File: config.mk
export PLATFORM = sky130hd
export DESIGN_NAME = cpu_bus_initiator
export DESIGN_NICKNAME = d
export VERILOG_FILES = /design/src/rtl/cpu_bus_initiator_pkg.sv /design/src/rtl/cpu_bus_initiator.sv
export SDC_FILE = /design/constraint.sdc
export NUM_CORES = 1
export LEC_CHECK = 0
export BUFFER_PORTS_ARGS = -buffer_cell sky130_fd_sc_hd__buf_2
export CAP_MARGIN = 20
export CELL_PAD_IN_SITES_DETAIL_PLACEMENT = 2
export CELL_PAD_IN_SITES_GLOBAL_PLACEMENT = 2
export CORE_ASPECT_RATIO = 1.4
export CORE_MARGIN = 8
export CORE_UTILIZATION = 26
export DETAILED_ROUTE_END_ITERATION = 10
export PLACE_DENSITY = 0.9
export SYNTH_ARGS = -nofsm -noshare
export SYNTH_HDL_FRONTEND = slang
export SYNTH_SLANG_ARGS = --single-unit
File: constraint.sdc
create_clock -name clk -period 3.4 [get_ports clk]
set_input_delay 0.51 -clock clk [delete_from_list [all_inputs] [get_ports clk]]
set_output_delay 0.51 -clock clk [all_outputs]
set_load 0.02 [all_outputs]
File: src/rtl/cpu_bus_initiator_pkg.sv
// Shared definitions for the CPU bus initiator: bus widths, stall vector
// width, default timeout and the 2-bit initiator state encoding.
package cpu_bus_initiator_pkg;

    localparam int unsigned WB_ADDR_BUS         = 32;
    localparam int unsigned WB_DATA_BUS         = 32;
    localparam int unsigned STALL_W             = 6;
    localparam int unsigned BUS_TIMEOUT_DEFAULT = 1024;

    typedef enum logic [1:0] {
        BUS_IDLE       = 2'b00,
        BUS_BUSY       = 2'b01,
        BUS_WAIT_STALL = 2'b10
    } bus_state_e;

endpackage

File: src/rtl/cpu_bus_initiator.sv
// Bus initiator for one OpenMIPS memory port (IF or MEM). Converts a pipeline
// memory request into a single bus transaction, stalls the pipeline until the
// slave acks, and hands read data back.
//
// Optional feature: define CPU_BUS_TIMEOUT_EN to abort a transaction that has
// not been acked after TIMEOUT_CYCLES BUSY cycles (bus_err_o pulses once).
//
// Ports:
//   clk, rst        clock, synchronous active-high reset
//   cpu_ce_i/we_i   CPU request valid / write select
//   cpu_addr_i      byte address, passed to the bus unmodified
//   cpu_data_i      write data
//   cpu_data_o      read data to pipeline (combinational)
//   stall_i         ctrl stall vector, any bit set = pipeline held
//   flush_i         pipeline flush
//   stall_req_o     stall request to ctrl (combinational)
//   bus_err_o       one-cycle timeout pulse (always 0 without the macro)
//   bus_addr_o/bus_data_o/bus_select_o/bus_we_o   registered bus request
//   bus_data_i/bus_ack_i                          slave response
module cpu_bus_initiator
    import cpu_bus_initiator_pkg::*;
#(
    parameter int unsigned ADDR_W         = WB_ADDR_BUS,
    parameter int unsigned DATA_W         = WB_DATA_BUS,
    parameter int unsigned TIMEOUT_CYCLES = BUS_TIMEOUT_DEFAULT
) (
    input  logic               clk,
    input  logic               rst,
    input  logic               cpu_ce_i,
    input  logic               cpu_we_i,
    input  logic [ADDR_W-1:0]  cpu_addr_i,
    input  logic [DATA_W-1:0]  cpu_data_i,
    output logic [DATA_W-1:0]  cpu_data_o,
    input  logic [STALL_W-1:0] stall_i,
    input  logic               flush_i,
    output logic               stall_req_o,
    output logic               bus_err_o,
    output logic [ADDR_W-1:0]  bus_addr_o,
    output logic [DATA_W-1:0]  bus_data_o,
    input  logic [DATA_W-1:0]  bus_data_i,
    output logic               bus_select_o,
    output logic               bus_we_o,
    input  logic               bus_ack_i
);

    bus_state_e        state;
    logic              abort;
    logic [DATA_W-1:0] rd_buf;
    logic              ack_hit;
    logic              abort_eff;
    logic              tmo_hit;

`ifdef CPU_BUS_TIMEOUT_EN
    localparam int unsigned TMO_W = (TIMEOUT_CYCLES > 2) ? $clog2(TIMEOUT_CYCLES) : 1;
    logic [TMO_W-1:0] tmo_cnt;
`else
    // Keeps the timeout parameter referenced when the feature is compiled out.
    logic unused_tmo_cfg;
    assign unused_tmo_cfg = ^TIMEOUT_CYCLES;
`endif

    // Ack/timeout qualification; a flush in the ack cycle also kills the data.
    always_comb begin
        ack_hit   = (state == BUS_BUSY) && bus_ack_i;
        abort_eff = abort | flush_i;
`ifdef CPU_BUS_TIMEOUT_EN
        tmo_hit   = (state == BUS_BUSY) && !bus_ack_i &&
                    (tmo_cnt == TMO_W'(TIMEOUT_CYCLES - 1));
`else
        tmo_hit   = 1'b0;
`endif
    end

    // Pipeline-facing outputs: same-cycle stall request and read data return.
    always_comb begin
        stall_req_o = 1'b0;
        cpu_data_o  = '0;
        case (state)
            BUS_IDLE: begin
                stall_req_o = cpu_ce_i & ~flush_i;
            end
            BUS_BUSY: begin
                if (ack_hit) begin
                    if (!bus_we_o && !abort_eff) begin
                        cpu_data_o = bus_data_i;
                    end
                end else if (!tmo_hit) begin
                    stall_req_o = 1'b1;
                end
            end
            BUS_WAIT_STALL: begin
                if (!flush_i) begin
                    cpu_data_o = rd_buf;
                end
            end
            default: begin
                stall_req_o = 1'b0;
            end
        endcase
    end

    // Initiator FSM with registered bus outputs.
    always_ff @(posedge clk) begin
        if (rst) begin
            state        <= BUS_IDLE;
            bus_select_o <= 1'b0;
            bus_we_o     <= 1'b0;
            bus_addr_o   <= '0;
            bus_data_o   <= '0;
            bus_err_o    <= 1'b0;
            rd_buf       <= '0;
            abort        <= 1'b0;
`ifdef CPU_BUS_TIMEOUT_EN
            tmo_cnt      <= '0;
`endif
        end else begin
            bus_err_o <= 1'b0;
            case (state)
                BUS_IDLE: begin
                    if (cpu_ce_i && !flush_i) begin
                        state        <= BUS_BUSY;
                        bus_select_o <= 1'b1;
                        bus_we_o     <= cpu_we_i;
                        bus_addr_o   <= cpu_addr_i;
                        bus_data_o   <= cpu_data_i;
                        abort        <= 1'b0;
`ifdef CPU_BUS_TIMEOUT_EN
                        tmo_cnt      <= '0;
`endif
                    end
                end
                BUS_BUSY: begin
                    if (bus_ack_i) begin
                        bus_select_o <= 1'b0;
                        bus_we_o     <= 1'b0;
                        rd_buf       <= bus_data_i;
                        abort        <= 1'b0;
                        // A flushed request never parks in WAIT_STALL.
                        if ((stall_i == '0) || abort_eff) begin
                            state <= BUS_IDLE;
                        end else begin
                            state <= BUS_WAIT_STALL;
                        end
                    end else if (tmo_hit) begin
                        bus_select_o <= 1'b0;
                        bus_we_o     <= 1'b0;
                        bus_err_o    <= 1'b1;
                        abort        <= 1'b0;
                        state        <= BUS_IDLE;
                    end else begin
                        // Slave transaction is allowed to finish; only remember the flush.
                        if (flush_i) begin
                            abort <= 1'b1;
                        end
`ifdef CPU_BUS_TIMEOUT_EN
                        tmo_cnt <= TMO_W'(tmo_cnt + 1'b1);
`endif
                    end
                end
                BUS_WAIT_STALL: begin
                    // The request is still asserted here; never reissue it.
                    if (flush_i || (stall_i == '0)) begin
                        state <= BUS_IDLE;
                    end
                end
                default: begin
                    state <= BUS_IDLE;
                end
            endcase
        end
    end

endmodule

==> out/qor.yml <==
grt:
  antenna_found_initial: 3
  grt.total_usage: 0.167
  grt-ovfl-total: 0
  grt_max_degree: 80
  grt_pass1_wl_mm: 26.9
  grt_pass1_vias: 5148
floorplanning:
  die_h_um: 166
  rows: 54
  coreArea_sq_um: 15600
  num_io_pins: 208
  die_w_um: 123
  initial_core_util: 0.267
  dieArea_sq_um: 20400
routing:
  vias_per_cell: 4.91
  vias: 4493
  wl_per_cell_um: 18.8
  wl_met1_mm: 6.18
  route.met3.wl_mm: 1.27
  drc_errors: 0
  route.top_layer_used: "met5"
  first_pass_iters: 5
  drt_first_iter_violations: 126
  drtAntennaViolNets: 0
  met2_length_mm: 9.25
  totalWireLength_mm: 17.2
place:
  gp_congestion: 0.739
  io_buffers: 206
  dp.cells: 896
  place_hpwl_mm: 13.2
  place_ws_ps: 767
cts:
  ctsLongestPathBuffers: 2
  cts_buffers: 9
  post_cts_buffers: 0
  postCtsHoldBufs: 0
  ctsResizeCount: 0
  htree_levels: 3
  cts_tree: "yes"
  cts_root_buf: "clkbuf_16"
  clock-sinks: 101
  clk_latency_ps: 340
  clk_pin_slew_ps: 70
hold_path:
  min_path_cells: 2
  min_path_type: "in -> reg"
  hp-start: "cpu_we_i"
  whs_endpoint: "bus_we_o"
critical_path:
  cp-start-kind: "register"
  reg2reg_slack_ps: 1270
  r2r-start: "state[0]"
  crit_fanout: 26
  cp.required_ps: 2890
  cp_data_arrival_time_ps: 2460
  reg2reg_depth: 7
  critical_path_class: "reg -> out"
  end_kind: "primary output"
  r2r-end: "bus_addr_o[20]"
timing:
  worst_slew_margin_rel: 0.427
  whs_ps: 398
  drv_slew: 0
  clock_skew_ps: 12.6
  clock.fmax_mhz: 337
  rsz0062_at_grt: "false"
  tightest_slew_ps: 859
  hold_viol_final: 0
  fin_ws_ps: 429
  post-route-period-util: 0.874
  setup_tns_ps: 0
  period_needed_ps: 2970
  setup_viol: 0
logic_synthesis:
  ys_seq_area_frac: 0.486
  synth_common_cells: "nand2_1, dfxtp_1, a21oi_1"
  ys_async_sr_fraction: 0
  synth_area_leaders: "dfxtp_1, nand2_1, a21oi_1"
  post-synth-top-area-cell: "dfxtp_1"
  syn_inst: 532
  yosys_warnings: 0
  synth-main-ff-cell: "dfxtp_1"
  synth.avg_cell_area_sq_um: 7.83
  yosysTopAreaCellShare: 0.486
  synth_area_sq_um: 4160
  yosysUniqueCellTypes: 31
  synth_most_common_cell: "nand2_1"
  ys_ff_latch: 101
  synthesis.nets: 643
  synth-edff-count: 0
final_layout:
  fin_util: 0.360
  layout.cells.non_filler: 915
  layout.nets: 823
  drive_gt1_frac: 0.332
  fillers: 1850
  area_delta_synth_final_pct: 35.1
pwr:
  ir_worst_vdd_mv: 0.286
  p_leak_nw: 2.41
  pwr_density_cell_nw_per_um2: 593
run:
  maxCapViolCount: 0
outcome:
  outcome: "finished, final reports clean"
==> flip-flops by register name, summed over array words and instances, names as in the netlist <==
| signal | flops |
|---|---|
| rd_buf | 32 |
| bus_select_o | 1 |
| bus_data_o | 32 |
| bus_we_o | 1 |
| state | 2 |
| bus_addr_o | 32 |
| abort | 1 |
==> metrics by stage <==
| stage | area [sq um] | power (mW) |
|---|---|---|
| final | 5630 | 3.34 |
| after global routing | 5630 | 3.53 |
| after CTS | 5590 | 3.39 |
| after detailed placement | 5290 | 2.33 |
| after global placement | 5290 | 2.25 |
| after floorplan | 4160 | 2.00 |
==> layout by cell type (no fill, tap or decap), drive strengths merged <==
| cell type | synthesis | layout |
|---|---|---|
| a21oi | 97 | 97 |
| ha | 3 | 3 |
| buf | 21 | 214 |
| nor4 | 2 | 2 |
| and2 | 1 | 1 |
| a21o | 1 | 1 |
| a31oi | 1 | 1 |
| nor3 | 2 | 2 |
| inv | 3 | 4 |
| a32oi | 32 | 32 |
| clkinvlp | 0 | 2 |
| conb | 1 | 1 |
| or2 | 2 | 2 |
| mux2i | 1 | 1 |
| dfxtp | 101 | 101 |
| nor2 | 2 | 2 |
| bufinv | 0 | 1 |
| nand4 | 1 | 1 |
| clkinv | 0 | 2 |
| nand2 | 195 | 195 |
| o31ai | 1 | 1 |
| a22o | 1 | 1 |
| clkbuf | 24 | 10 |
| nand2b | 4 | 4 |
| nor2b | 34 | 34 |
| a21boi | 2 | 2 |
| diode | 0 | 2 |
==> power breakdown <==
group / leakage, nW / internal (mW) / total [mW] / switching, mW
registers: 0.822 / 1.32 / 1.41 / 0.0813
clock network: 0.139 / 0.577 / 1.04 / 0.463
logic: 1.45 / 0.317 / 0.893 / 0.575
==> kinds of logic after synthesis <==
group / Yosys count / share of synthesized area
buf+inv: 48 / 0.0565
fa+ha+maj: 3 / 0.00902
compound gates: 135 / 0.195
mux: 1 / 0.00240
other cells: 1 / 0.000901
flops: 101 / 0.486
simple gates: 243 / 0.251
==> layout make-up <==
cell class	count	area [sq um]	share of cell area
multi-input combinational	383	1920	0.341
antenna	2	5.00	0.000890
inverter	3	11.3	0.00200
sequential	101	2020	0.359
clock inverter	6	71.3	0.0127
tap	196	245	0.0436
clock buffer	10	229	0.0407
timing repair buffer	214	1130	0.200
==> worst max path at each step <==
stage	start	end	slack, ps	cells past startpoint
2_1_floorplan	state[1]	cpu_data_o[0]	1340	7
3_5_place_dp	state[1]	cpu_data_o[19]	770	7
5_1_grt	state[1]	cpu_data_o[19]	290	7
4_1_cts	state[1]	cpu_data_o[19]	400	7
6_report	state[1]	cpu_data_o[19]	430	7
3_3_place_gp	state[1]	cpu_data_o[17]	1040	7
==> metal layers <==
metal	vias to the layer above	GRT usage
met2	157	0.304
met1	2165	0.166
met4	2	0.0771
met5	-	0
met3	35	0.0490
li1	2134	-
==> worst max-delay path, stage by stage, from the launching register on <==
cell and delay (ps):
dfxtp_1 320, inv_1 90, ha_1 290, and2_2 530
buf_4 350, a32oi_1 150, nor2b_1 190, buf_2 200
Power figures use the tool's default switching activity.
